<file path="src/rtl/mtx_hop_pkg.sv">
// rtl/mtx_hop_pkg.sv - shared widths and state encoding for the hop sequencer
package mtx_hop_pkg;

  localparam int PHASE_WIDTH_DEF = 24;
  localparam int HOP_AW_DEF      = 4;
  localparam int GAP_WIDTH_DEF   = 16;

  localparam logic [2:0] ST_IDLE  = 3'd0;
  localparam logic [2:0] ST_GAP   = 3'd1;
  localparam logic [2:0] ST_LOAD  = 3'd2;
  localparam logic [2:0] ST_RUN   = 3'd3;
  localparam logic [2:0] ST_DONE  = 3'd4;
  localparam logic [2:0] ST_ABORT = 3'd5;

  typedef enum logic [2:0] {
    S_IDLE  = ST_IDLE,
    S_GAP   = ST_GAP,
    S_LOAD  = ST_LOAD,
    S_RUN   = ST_RUN,
    S_DONE  = ST_DONE,
    S_ABORT = ST_ABORT
  } hop_state_e;

endpackage

</file>
<file path="src/rtl/mtx_hop_table.sv">
// rtl/mtx_hop_table.sv - per-hop phase increment register file, async read
module mtx_hop_table
  import mtx_hop_pkg::*;
#(
  parameter int PHASE_WIDTH = PHASE_WIDTH_DEF,
  parameter int HOP_AW      = HOP_AW_DEF
) (
  input  logic                   clk,
  input  logic                   wr_en,
  input  logic [HOP_AW-1:0]      wr_addr,
  input  logic [PHASE_WIDTH-1:0] wr_data,
  input  logic [HOP_AW-1:0]      rd_addr,
  output logic [PHASE_WIDTH-1:0] rd_data
);

  localparam int DEPTH = 1 << HOP_AW;

  // Contents are host-programmed before use, so the array carries no reset.
  logic [PHASE_WIDTH-1:0] mem_q [DEPTH];

  always_ff @(posedge clk) begin
    if (wr_en) begin
      mem_q[wr_addr] <= wr_data;
    end
  end

  assign rd_data = mem_q[rd_addr];

endmodule

</file>
<file path="src/rtl/mtx_hop_sequencer.sv">
// rtl/mtx_hop_sequencer.sv - steps the signal generator through the hop table
module mtx_hop_sequencer
  import mtx_hop_pkg::*;
#(
  parameter int PHASE_WIDTH = PHASE_WIDTH_DEF,
  parameter int HOP_AW      = HOP_AW_DEF,
  parameter int GAP_WIDTH   = GAP_WIDTH_DEF
) (
  input  logic                   clk,
  input  logic                   reset,
  input  logic                   cfg_we,
  input  logic [HOP_AW-1:0]      cfg_addr,
  input  logic [PHASE_WIDTH-1:0] cfg_data,
  input  logic [HOP_AW:0]        num_hops,
  input  logic [GAP_WIDTH-1:0]   gap_cycles,
  input  logic                   loop_en,
  input  logic                   start,
  input  logic                   stop,
  input  logic                   gen_hop_ready,
  input  logic                   gen_phase_tready,
  output logic                   gen_srst,
  output logic                   gen_phase_tvalid,
  output logic                   gen_phase_tlast,
  output logic [PHASE_WIDTH-1:0] gen_hop_phase_inc,
  output logic [HOP_AW-1:0]      hop_idx,
  output logic                   hop_start,
  output logic                   seq_done,
  output logic                   busy,
  output logic                   stall
);

  hop_state_e             state_q, state_d;
  logic [HOP_AW-1:0]      hop_idx_q, hop_idx_d;
  logic [HOP_AW:0]        num_hops_q, num_hops_d;
  logic [GAP_WIDTH-1:0]   gap_q, gap_d;
  logic [GAP_WIDTH-1:0]   gap_cnt_q, gap_cnt_d;
  logic [PHASE_WIDTH-1:0] inc_q, inc_d;
  logic [PHASE_WIDTH-1:0] tbl_rd_data;
  logic                   last_hop;

  assign last_hop = ({1'b0, hop_idx_q} == (num_hops_q - (HOP_AW+1)'(1)));

  always_comb begin
    state_d          = state_q;
    hop_idx_d        = hop_idx_q;
    num_hops_d       = num_hops_q;
    gap_d            = gap_q;
    gap_cnt_d        = gap_cnt_q;
    gen_srst         = 1'b0;
    gen_phase_tvalid = 1'b0;
    gen_phase_tlast  = 1'b0;
    hop_start        = 1'b0;
    seq_done         = 1'b0;
    stall            = 1'b0;

    case (state_q)
      S_IDLE: begin
        if (start && !stop) begin
          num_hops_d = num_hops;
          gap_d      = gap_cycles;
          if (num_hops == '0) begin
            state_d = S_DONE;
          end else begin
            hop_idx_d = '0;
            state_d   = S_LOAD;
          end
        end
      end
      S_LOAD: begin
        gen_srst  = 1'b1;
        hop_start = 1'b1;
        state_d   = stop ? S_ABORT : S_RUN;
      end
      S_RUN: begin
        gen_phase_tvalid = 1'b1;
        gen_phase_tlast  = last_hop && !loop_en;
        stall            = !gen_phase_tready;
        if (stop) begin
          state_d = S_ABORT;
        end else if (gen_hop_ready) begin
          if (last_hop && !loop_en) begin
            state_d = S_DONE;
          end else begin
            hop_idx_d = last_hop ? '0 : hop_idx_q + HOP_AW'(1);
            if (gap_q != '0) begin
              gap_cnt_d = gap_q;
              state_d   = S_GAP;
            end else begin
              state_d = S_LOAD;
            end
          end
        end
      end
      S_GAP: begin
        gen_srst = 1'b1;
        if (stop) begin
          state_d = S_ABORT;
        end else if (gap_cnt_q == GAP_WIDTH'(1)) begin
          state_d = S_LOAD;
        end else begin
          gap_cnt_d = gap_cnt_q - GAP_WIDTH'(1);
        end
      end
      S_DONE: begin
        seq_done = 1'b1;
        gen_srst = 1'b1;
        state_d  = S_IDLE;
      end
      S_ABORT: begin
        gen_srst = 1'b1;
        state_d  = S_IDLE;
      end
      default: state_d = S_IDLE;
    endcase

    // Returning to IDLE clears the visible hop index so IDLE shows all-zero outputs.
    if (state_d == S_IDLE) begin
      hop_idx_d = '0;
    end
  end

  // Increment is captured as LOAD is entered, addressed by the hop about to load.
  always_comb begin
    inc_d = inc_q;
    if (state_d == S_LOAD) begin
      inc_d = tbl_rd_data;
    end else if (state_d == S_IDLE) begin
      inc_d = '0;
    end
  end

  always_ff @(posedge clk) begin
    if (reset) begin
      state_q    <= S_IDLE;
      hop_idx_q  <= '0;
      num_hops_q <= '0;
      gap_q      <= '0;
      gap_cnt_q  <= '0;
      inc_q      <= '0;
    end else begin
      state_q    <= state_d;
      hop_idx_q  <= hop_idx_d;
      num_hops_q <= num_hops_d;
      gap_q      <= gap_d;
      gap_cnt_q  <= gap_cnt_d;
      inc_q      <= inc_d;
    end
  end

  assign busy              = (state_q != S_IDLE);
  assign hop_idx           = hop_idx_q;
  assign gen_hop_phase_inc = inc_q;

  mtx_hop_table #(
    .PHASE_WIDTH(PHASE_WIDTH),
    .HOP_AW     (HOP_AW)
  ) u_table (
    .clk    (clk),
    .wr_en  (cfg_we),
    .wr_addr(cfg_addr),
    .wr_data(cfg_data),
    .rd_addr(hop_idx_d),
    .rd_data(tbl_rd_data)
  );

endmodule

</file>
<file path="config.mk">
export PLATFORM = sky130hd
export DESIGN_NAME = mtx_hop_sequencer
export DESIGN_NICKNAME = d
export VERILOG_FILES = /design/src/rtl/mtx_hop_pkg.sv /design/src/rtl/mtx_hop_table.sv /design/src/rtl/mtx_hop_sequencer.sv
export SDC_FILE = /design/constraint.sdc
export NUM_CORES = 1
export LEC_CHECK = 0
export ABC_CLOCK_PERIOD_IN_PS = 3200
export BUFFER_PORTS_ARGS = -buffer_cell sky130_fd_sc_hd__buf_2
export CAP_MARGIN = 20
export CORE_ASPECT_RATIO = 0.75
export CORE_MARGIN = 8
export CORE_UTILIZATION = 55
export CTS_BUF_LIST = sky130_fd_sc_hd__clkbuf_4 sky130_fd_sc_hd__clkbuf_8
export CTS_CLUSTER_SIZE = 12
export DETAILED_ROUTE_END_ITERATION = 7
export HOLD_SLACK_MARGIN = 0.15
export PLACE_DENSITY = 0.76
export SLEW_MARGIN = 40
export SYNTH_ARGS = -nofsm -noshare
export SYNTH_HDL_FRONTEND = slang
export SYNTH_SLANG_ARGS = --single-unit
</file>
<file path="constraint.sdc">
create_clock -name clk -period 3.2 [get_ports clk]
set_input_delay 0.16 -clock clk [delete_from_list [all_inputs] [get_ports clk]]
set_output_delay 0.16 -clock clk [all_outputs]
set_load 0.03 [all_outputs]
</file>
### Yosys cells after proc, flatten, opt, wreduce, memory -nomap -nowiden

Memories as Yosys holds them, arrays and structs flattened.
Index checks and enable logic that the tools add are counted.

| storage, ports and cells | value |
|---|---|
| register bits after elaboration | 68 |
| bits in writable memories | 384 |
| word-level logic and storage cells | 74 |
| memories kept | 1 |

Memory list:

| name | words | width | read ports | clocked after memory_dff | wr ports | line | text |
|---|---|---|---|---|---|---|---|
| u_table.mem_q | 16 | 24 | 1 | 0 | 1 | mtx_hop_table.sv:19 | `logic [PHASE_WIDTH-1:0] mem_q [DEPTH];` |

| cells by class | value |
|---|---|
| $add $sub $neg | 3 |
| equality and inequality tests | 14 |
| mux-type cells | 35 |
| reduce and logical (&&, ||, !) cells | 15 |

Operator list:

| operator | count |
|---|---|
| $mux W16 | 6 |
| $mux W24 | 2 |
| $pmux W16 S2 | 1 |
| $mux W4 | 7 |
| $mux W3 | 8 |
| $eq A16 B1 Y1 const B | 1 |
| $reduce_bool A16 Y1 | 1 |
| $sub A16 B1 Y16 const B | 1 |
| $ne A2 B2 Y1 const B | 6 |
| $pmux W3 S4 | 1 |
| $eq A3 B2 Y1 const B | 3 |
| $mux W1 | 8 |
| $pmux W4 S2 | 1 |
| $reduce_and A7 Y1 | 1 |
| $eq A3 B3 Y1 const B | 2 |
| $logic_not A3 Y1 | 2 |
| $eq A4 B5 Y1 | 1 |
| $logic_not A5 Y1 | 1 |
| $sub A5 B1 Y5 const B | 1 |
| $add A4 B1 Y4 const B | 1 |
| $reduce_bool A2 Y1 | 2 |
| $reduce_or A4 Y1 | 1 |
| $eq A3 B1 Y1 const B | 1 |
| $logic_not A1 Y1 | 3 |
| 4 further kinds | 5 |

### Depth between registers and ports, before layout

Gate-level depths: netlist (run 1).
An unclocked memory read counts as a cell.

| logic depth | value |
|---|---|
| depth in word-level cells | 11 |
| gate-level depth with buffers | 14 |
| depth with buffers taken out | 11 |

### By module

From an unflattened synthesis (run 1), not the netlist that was laid out.

| unflattened totals | value |
|---|---|
| cell total of the unflattened synthesis | 1,064 |
| area, all modules | 18,032.3 um^2 |

Modules (own cells, without submodules):

| module | times used | cells an instance | area an instance (um^2) | seq. area each (um^2) |
|---|---|---|---|---|
| mtx_hop_table | 1 | 612 | 14,450.1 | 11,531.1 |
| mtx_hop_sequencer | 1 | 452 | 3,582.2 | 1,361.3 |

### Worst setup path before layout (run 1)

Ideal clock, no wire load.

| timing | value |
|---|---|
| kind | reg-to-reg |
| start | reg num_hops_q[0] |
| end | reg inc_q[22], in the netlist gen_hop_phase_inc[22] |
| arrival time | 2,963 ps |
| data required time | 3,138 ps |
| path slack | 176 ps |
| cell stages (with the launch flop) | 12 |
| cells stage by stage | dfxtp_1 -> inv_1 -> ha_1 -> o21ba_1 -> a221oi_2 -> o211ai_2 -> a211oi_4 -> nand3_2 -> nand2_1 -> mux2_2 -> a221o_1 -> nand3_1 |

| between the ends | value |
|---|---|
| longest elaborated chain between the ends | 11 |

Ends and longest elaborated chain:

| item | line | text |
|---|---|---|
| start: declaration | mtx_hop_sequencer.sv:34 | `logic [HOP_AW:0] num_hops_q, num_hops_d;` |
| start signal: assignment | mtx_hop_sequencer.sv:143 | `num_hops_q <= num_hops_d;` |
| $sub A5 B1 Y5 (*) | mtx_hop_sequencer.sv:41 | `assign last_hop = ({1'b0, hop_idx_q} == (num_hops_q - (HOP_AW+1)'(1)));` |
| $eq A4 B5 Y1 (*) | mtx_hop_sequencer.sv:41 |  |
| $logic_and A1 B1 Y1 | mtx_hop_sequencer.sv:81 | `if (last_hop && !loop_en) begin` |
| $mux W3 | mtx_hop_sequencer.sv:81 |  |
| $mux W3 | mtx_hop_sequencer.sv:80 | `end else if (gen_hop_ready) begin` |
| $mux W3 | mtx_hop_sequencer.sv:78 | `if (stop) begin` |
| $pmux W3 S4 | mtx_hop_sequencer.sv:56 | `case (state_q)` |
| $logic_not A3 Y1 | mtx_hop_sequencer.sv:117, mtx_hop_sequencer.sv:127 |  |
| $mux W4 | mtx_hop_sequencer.sv:117 | `if (state_d == S_IDLE) begin` |
| $mem_v2 Z16 W24 | - |  |
| $mux W24 | mtx_hop_sequencer.sv:125 | `if (state_d == S_LOAD) begin` |
| end signal: assignment | mtx_hop_sequencer.sv:146 | `inc_q <= inc_d;` |
| end: declaration | mtx_hop_sequencer.sv:37 | `logic [PHASE_WIDTH-1:0] inc_q, inc_d;` |

Mark *: on every way between the ends. The rest lies on a longest branch, timed or not.
A chain may end at the register's enable or synchronous reset.

### Final worst setup path (run 1)

| timing | value |
|---|---|
| start | reg num_hops_q[1] |
| end | reg inc_q[16], in the netlist gen_hop_phase_inc[16] |

The elaborated chain is that of the path after synthesis.

==> results.md, run 1 <==
- Status: finished clean
- Slew HR: 62.67%
- Final setup margin: 0.02760 ns
- Via density: 6.169
- CP endpoint kind: register
- Die area: 39360 sq um
- Initial core utilization: 56.17%
- Worst Skew: 0.03152 ns
- Vias: 13950
- Max-slew violations: 0
- Synth area leaders: edfxtp_1 (63%), nand2_1 (8.8%), dfxtp_1 (7.5%), nand3_1 (2.5%), a21oi_1 (2.4%)
- Critical-path maximum fanout: 10
- Tcrit/Tclk final: 99.14%
- Final ANT Viol Nets: 0
- CTS Buffer Depth: 3
- Most common flop cell mapped by yosys: edfxtp_1
- Synth cell types: 74
- Vias in the first global route: 13380
- Critical Path Source Type: register
- Most common cell in the netlist: nand2_1
- Place WS: -0.05928 ns
- Syn_nets: 1575
- Total power per unit cell area: 541.1 nW/um^2
- Routed length per placed instance: 23.68 um
- Total of max-cap violations: 0
- Nets@finish: 1824
- FFs w/ async S/R, synth: 0%
- Synth top cells by count: nand2_1 (429), edfxtp_1 (384), nand3_1 (92)
- CTS clk-pin slew, worst paths: 0.06 ns
- First-pass GRT wire length: 78500 um
- Critical Path Max Stage Delay: 0.39 ns
- H-tree levels: 3
- Total chip power: 12.15 mW
- Crit path time final: 3.172 ns
- Cell count after synthesis: 1514
- Lkg Pwr: 8.125 nW
- Fmax: 315.2 MHz
- Overflow after GRT: 0
- GPL Wtd Cong: 0.8770
- Final hold vios: 0
- Cts bufs inserted: 69
- Crit path DAT: 3.70 ns
- Dpl cell area: 19910 sq um
- DRT iter0 DRCs: 1854
- Overall Global Routing Usage: 26.06%
- YS warnings: 0
- Final HPWL from detailed placement: 29770 um
- Critical path class: register to register
- Worst skew pair latency: 0.61 ns
- Ports: 92
- Largest net degree at the start of global routing: 46
- Mapped Area: 18270 sq um
- Final Setup Violations: 0
- CP most frequent cell: buf_4
- Critical-path cell list: inv_1 -> ha_2 -> o21ba_1 -> a221oi_4 -> o211ai_4 -> a211oi_4 -> buf_4 -> a32o_4 -> buf_4 -> nand2_1 -> a22oi_2 -> a22oi_1 -> o21ai_1
- Avg Synthesized Cell Area: 12.07 sq um
- Fin Hold WS: 0.1753 ns
- Worst endpoint required time: 3.73 ns
- Actual slew at the worst max-slew pin: 0.5600 ns
- Site Rows: 57
- DR pass1 iterations: 6
- Slowest CP cell: a221oi_4
- Cell area after layout: 22450 sq um
- CTS sink cnt: 452
- Layout area overhead: 22.90%
- Clock root buffer: clkbuf_8
- EDFF count, synth: 384
- CP top delay family: compound AO/OA/AOI/OAI gates
- Routed wire length: 53530 um
- Worst vdd ir: 0.4378 mV
- Post-synthesis sequential area ratio: 70.58%
- Synth area leader: edfxtp_1
- Initial antenna violation count: 2
- CTS tree: yes
- DRC viols: 0
- TNS Setup: 0 ns
- HP Class: input pin to register
- Layout cells sized above 1: 20.46%
- Buf/Inv on CP: 3
- Register bit total from synthesis: 452
- Core ar.: 32520 sq um
- Die Ht: 173.8 um
- I/O Buffers: 91
- Top-area cell type share of the netlist area: 63.12%
- DIE WIDTH: 226.4 um
[area by class of cell]
| cell class | count | area, sq um |
|---|---|---|
| inverters | 9 | 33.78 |
| clock inverters | 21 | 130.1 |
| repair buffers | 266 | 2297 |
| fillers | 2241 | 10070 |
| clock buffers | 105 | 1264 |
| well taps | 442 | 553.0 |
| multi-input cells | 965 | 5275 |
| diodes | 1 | 2.502 |
| flip-flops and latches | 452 | 12900 |
[timing repair]
| item | in CTS | in global routing |
|---|---|---|
| setup buffers | 0 | 11 |
| hold buffers | 77 | 0 |
| gates resized for setup | 2 | 35 |
| setup endpoints to repair | 6 | 24 |
| cloned | 0 | 4 |
| endpoints found under the hold margin | 431 | 0 |
| pin swaps | 0 | 9 |
[state kept, by name, indices dropped and copies added (netlist names)]
signal / count
num_hops_q: 5
hop_idx: 4
state_q: 3
gap_cnt_q: 16
u_table.mem_q: 384
gen_hop_phase_inc: 24
gap_q: 16
[layer usage]
layer,up-vias,share of wire [%],track usage (%)
met1,6736,39,36.35
met2,949,45,39.79
li1,6114,-,-
met3,146,12,5.934
met5,-,0.022,0
met4,2,2.9,9.267
[path summary, 6_finish.rpt]
path | startpoint | to | slack [ns] | cells past startpoint
max reg2reg | num_hops_q[1] | gen_hop_phase_inc[16] | 0.03 | 13
min | gen_hop_ready | state_q[0] | 0.18 | 4
max | num_hops_q[1] | gen_hop_phase_inc[16] | 0.03 | 13
min reg2reg | gen_hop_phase_inc[11] | gen_hop_phase_inc[11] | 0.45 | 2
[cell families (layout without fill, tap and decap cells)]
group	after synthesis	after routing	share of synthesized area (%)
AND/OR/NAND/NOR	649	649	15.11
flip-flops	452	452	70.58
AO/OA/AOI/OAI	288	289	10.55
buffers and inverters	98	401	2.253
multiplexers	16	16	0.8904
XOR/XNOR	6	6	0.2877
adder cells (fa/ha/maj)	5	5	0.3288
other	0	1	0
[where the power goes]
| part | leakage, nW | switching (mW) | total (mW) | internal, mW |
|---|---|---|---|---|
| Sequential | 4.02 | 0.0656 | 6.59 | 6.52 |
| Clock | 0.740 | 2.22 | 4.83 | 2.61 |
| Combinational | 3.36 | 0.468 | 0.732 | 0.264 |
| Total | 8.13 | 2.75 | 12.1 | 9.40 |
[layout by cell type, fill, tap and decap left out, types with 14 or more instances in the layout]
master         synthesis  routed
a21oi_1               86      85
a22oi_1               19      18
a31oi_1               47      47
a32oi_1               38      33
buf_12                 0      17
buf_2                 29      91
buf_4                  2      68
clkbuf_4               0      29
clkbuf_8               0      76
dfxtp_1               68      65
dlygate4sd3_1          0      77
edfxtp_1             384     384
mux2i_1               14      14
nand2_1              429     426
nand3_1               92      92
nor2_1                51      36
nor3_1                28      20
o21ai_0               19      18
o21ai_1               24      25
[through the flow]
stage / util, % / cells
global placement: 61.05 / 2040
CTS: 67.92 / 2245
detailed placement: 61.22 / 2042
finish: 69.04 / 2261
floorplan: - / 1514
global route: 69.04 / 2261
[worst reg2reg max path: stages (launching register included)]
cell and delay (ns):
dfxtp_2 0.35, inv_1 0.05, ha_2 0.20, o21ba_1 0.21, a221oi_4 0.39, o211ai_4 0.19, a211oi_4 0.32, buf_4 0.18
a32o_4 0.34, buf_4 0.25, nand2_1 0.11, a22oi_2 0.22, a22oi_1 0.13, o21ai_1 0.16
No activity file was read; power rests on OpenSTA's default activity.
==> run 2: changes to the inputs <==
Settings changed: SYNTH_HIERARCHICAL set to 1.
==> run 2 against run 1 <==
- wire length down 16%
- fmax fell by 11%
- largest power group unchanged
- final cell count decreased by 18%
- sequential power about the same
- synthesized cell count decreased by 30%
- critical endpoint is now gen_hop_phase_inc[12]
- highest routed layer is now met4
- sequential share of layout area is 0.29 points higher
- the flow now finishes with violations (setup timing)
- non-clock buffer count grew 43
==> results.md, run 2 <==
- Status: finished, violations left
- Failing checks: setup timing
- Worst skew pair latency: 0.61 ns (about the same)
- Core ar.: 32310 sq um (-0.66%)
- GPL Wtd Cong: 0.8321 (-5.1%)
- R2R depth: 15 (+2)
- Avg Synthesized Cell Area: 16.95 sq um (+40%)
- Most common flop cell mapped by yosys: edfxtp_1
- DR pass1 iterations: 5 (-1)
- FFs w/ async S/R, synth: 0% (unchanged)
- Final non-filler cell total: 1860 (-18%)
- Clock root buffer: clkbuf_8
- I/O Buffers: 91 (unchanged)
- Fin Hold WS: 0.2453 ns (+0.07000 ns)
- Total of max-cap violations: 0 (unchanged)
- EDFF count, synth: 384 (unchanged)
- Fmax: 280.4 MHz (-11%)
- Final setup margin: -0.3666 ns (-0.3942 ns)
- Synth top cells by count: edfxtp_1 (384), mux4_2 (96), nand2_1 (82)
- Synth area leader: edfxtp_1
- Dpl cell area: 20260 sq um (+1.8%)
- Critical-path maximum fanout: 16 (+6)
- Nets@finish: 1433 (-21%)
- Mapped Area: 18030 sq um (-1.3%)
- First-pass GRT wire length: 68000 um (-13%)
- CP endpoint kind: register
- Util after Layout: 69.15% (+0.11 points)
- HP Class: input pin to register
- DIE WIDTH: 225.1 um (-0.60%)
- Largest net degree at the start of global routing: 36 (-22%)
- Max reg flops: 384 (unchanged)
- YS warnings: 6 (+6)
- Actual slew at the worst max-slew pin: 0.8605 ns (+0.3005 ns)
- Worst endpoint required time: 3.66 ns (-0.07 ns)
- Layout cells sized above 1: 37.52% (+17 points)
- Cell count after synthesis: 1064 (-30%)
- Worst Skew: 0.03350 ns (+0.001985 ns)
- Synth cell types: 57 (-23%)
- Final ANT Viol Nets: 0 (unchanged)
- Final hold vios: 0 (unchanged)
- DRC viols: 0 (unchanged)
- Setup crit start: num_hops_q[0]
- Syn_nets: 1125 (-29%)
- Final Setup Violations: 24 (+24)
- CTS sink cnt: 452 (unchanged)
- Overflow after GRT: 0 (unchanged)
- CTS Buffer Depth: 3 (unchanged)
- Diodes inserted: 0 (-1)
- Die area: 38900 sq um (-1.2%)
- RSZ-0062 raised after global routing: true
- R2R Setup Slk: -0.37 ns (-0.39 ns)
- Register bit total from synthesis: 452 (unchanged)
- Placed Cells incl. Taps: 1683 (-18%)
- Slew HR: 42.63% (-20 points)
- Crit path DAT: 4.03 ns (+0.33 ns)
- DRT iter0 DRCs: 1262 (-32%)
- End of the critical path: gen_hop_phase_inc[12]
- Overall Global Routing Usage: 23.03% (-3.0 points)
- Largest Register: u_table/mem_q
- TNS Setup: -7.172 ns (-7.172 ns)
- Lkg Pwr: 7.507 nW (-7.6%)
- Filler cells: 2045 (-8.7%)
- Site Rows: 57 (unchanged)
- FF-to-FF End: gen_hop_phase_inc[12]
- Vias in the first global route: 11520 (-14%)
- Via density: 6.123 (-0.74%)
- Most common cell in the netlist: edfxtp_1
- Max-slew violations: 0 (unchanged)
- Cts bufs inserted: 67 (-2.9%)
- Tcrit/Tclk final: 111.5% (+12 points)
- Routed length per placed instance: 24.20 um (+2.2%)
- Launching point of the worst reg2reg path: num_hops_q[0]
- Total power per unit cell area: 538.5 nW/um^2 (-0.48%)
- Die Ht: 172.8 um (-0.59%)
- Routed wire length: 45020 um (-16%)
- Commonest non-fill, non-tap cell in the layout: edfxtp_1
- Post-synthesis sequential area ratio: 71.50% (+0.92 points)
- Cell area after layout: 22340 sq um (-0.50%)
- Worst vdd ir: 0.4717 mV (+7.7%)
- Top-area cell type share of the netlist area: 63.95% (+0.82 points)
- Initial antenna violation count: 1 (-1)
- Critical Path Source Type: register
- CTS clk-pin slew, worst paths: 0.07 ns (about the same)
- Synth area leaders: edfxtp_1 (64%), mux4_2 (12%), dfxtp_1 (7.5%), a22oi_1 (2.1%), a21oi_1 (2.1%)
- Crit path time final: 3.567 ns (+0.3942 ns)
- Vias: 11390 (-18%)
- Critical hold path startpoint: stop
- Commonest cells after routing, fill and taps aside: edfxtp_1 (384), buf_4 (147), mux4_2 (96), buf_2 (91), nand2_1 (82)
- H-tree levels: 3 (unchanged)
- Layout area overhead: 23.89%
- Critical path class: register to register
- Initial core utilization: 55.82% (-0.36 points)
- Final HPWL from detailed placement: 26580 um (-11%)
- Ports: 92 (unchanged)
- CTS tree: yes
- Place WS: -0.4131 ns (-0.3538 ns)
- Total chip power: 12.03 mW (-0.97%)
## run 2: cell count changes after synthesis, moves of 12 or more
cell | previous run | this run
buf_2 | 29 | 17
mux4_2 | 0 | 96
a22oi_1 | 19 | 51
nor2_1 | 51 | 37
a31oi_1 | 47 | 4
o21ai_1 | 24 | 12
nand3_1 | 92 | 7
nand2_1 | 429 | 82
mux2i_1 | 14 | 1
clkbuf_1 | 56 | 41
o2111ai_1 | 1 | 24
a32oi_1 | 38 | 0
## run 2: cell families after synthesis
family / synth area share (%)
muxes: 12.05
adders and majority gates: 0.2776
buffers and inverters: 2.116
AOI/OAI and AO/OA: 8.368
xor gates and xnor gates: 0.3400
DFF: 71.50
and+or+nand+nor: 5.357
## run 2: worst min path at each step
| stage | endpoint | slack [ns] | depth (start not counted) |
|---|---|---|---|
| floorplan | u_table/mem_q[0][0] | 0.26 | 0 |
| global placement | gap_q[2] | 0.40 | 3 |
| detailed placement | gap_q[7] | 0.41 | 3 |
| CTS | gap_q[7] | 0.18 | 5 |
| global route | gap_q[2] | 0.24 | 5 |
| finish | gap_q[2] | 0.25 | 5 |
## run 2: worst max-delay path, stage by stage, from the launching register on
cell and delay (ns):
dfxtp_2 0.34, inv_2 0.04, ha_4 0.16, o21ba_1 0.17, a221o_1 0.37, a211o_4 0.39, o31ai_4 0.24, nor2_4 0.08
a21oi_4 0.21, buf_12 0.19, buf_6 0.18, mux4_2 0.51, a22oi_1 0.21, nand2_1 0.10, o2111ai_1 0.11, a21oi_1 0.11
## run 2: routing by layer
| layer | vias up | global-route usage [%] | routed length [um] |
|---|---|---|---|
| met5 | - | 0 | 0 |
| met4 | 0 | 7.293 | 1025 |
| met3 | 95 | 5.630 | 4482 |
| met2 | 619 | 35.25 | 20690 |
| met1 | 5752 | 32.45 | 18820 |
| li1 | 4922 | - | - |
## run 2: repair_timing
item	4_1_cts	5_1_grt
gates resized for setup	17	18
pin swaps	7	8
endpoints found under the setup margin	24	24
buffers inserted	7	8
hold buffers	46	0
cloned	1	0
hold endpoints to repair	407	0
## run 2: final cells by class
type | count | area (sq um) | share of cell area, %
sequential | 452 | 12900 | 57.73
multi-input combinational | 535 | 5071 | 22.70
tap | 442 | 553.0 | 2.475
clock buffer | 95 | 1176 | 5.265
timing repair buffer | 309 | 2476 | 11.08
clock inverter | 20 | 141.4 | 0.6329
inverter | 7 | 26.28 | 0.1176
## run 2: power by group
part / switching, mW / internal [mW] / leakage [nW] / total [mW]
logic: 0.517 / 0.315 / 2.79 / 0.832
clock network: 2.10 / 2.52 / 0.696 / 4.62
registers: 0.0512 / 6.52 / 4.02 / 6.57
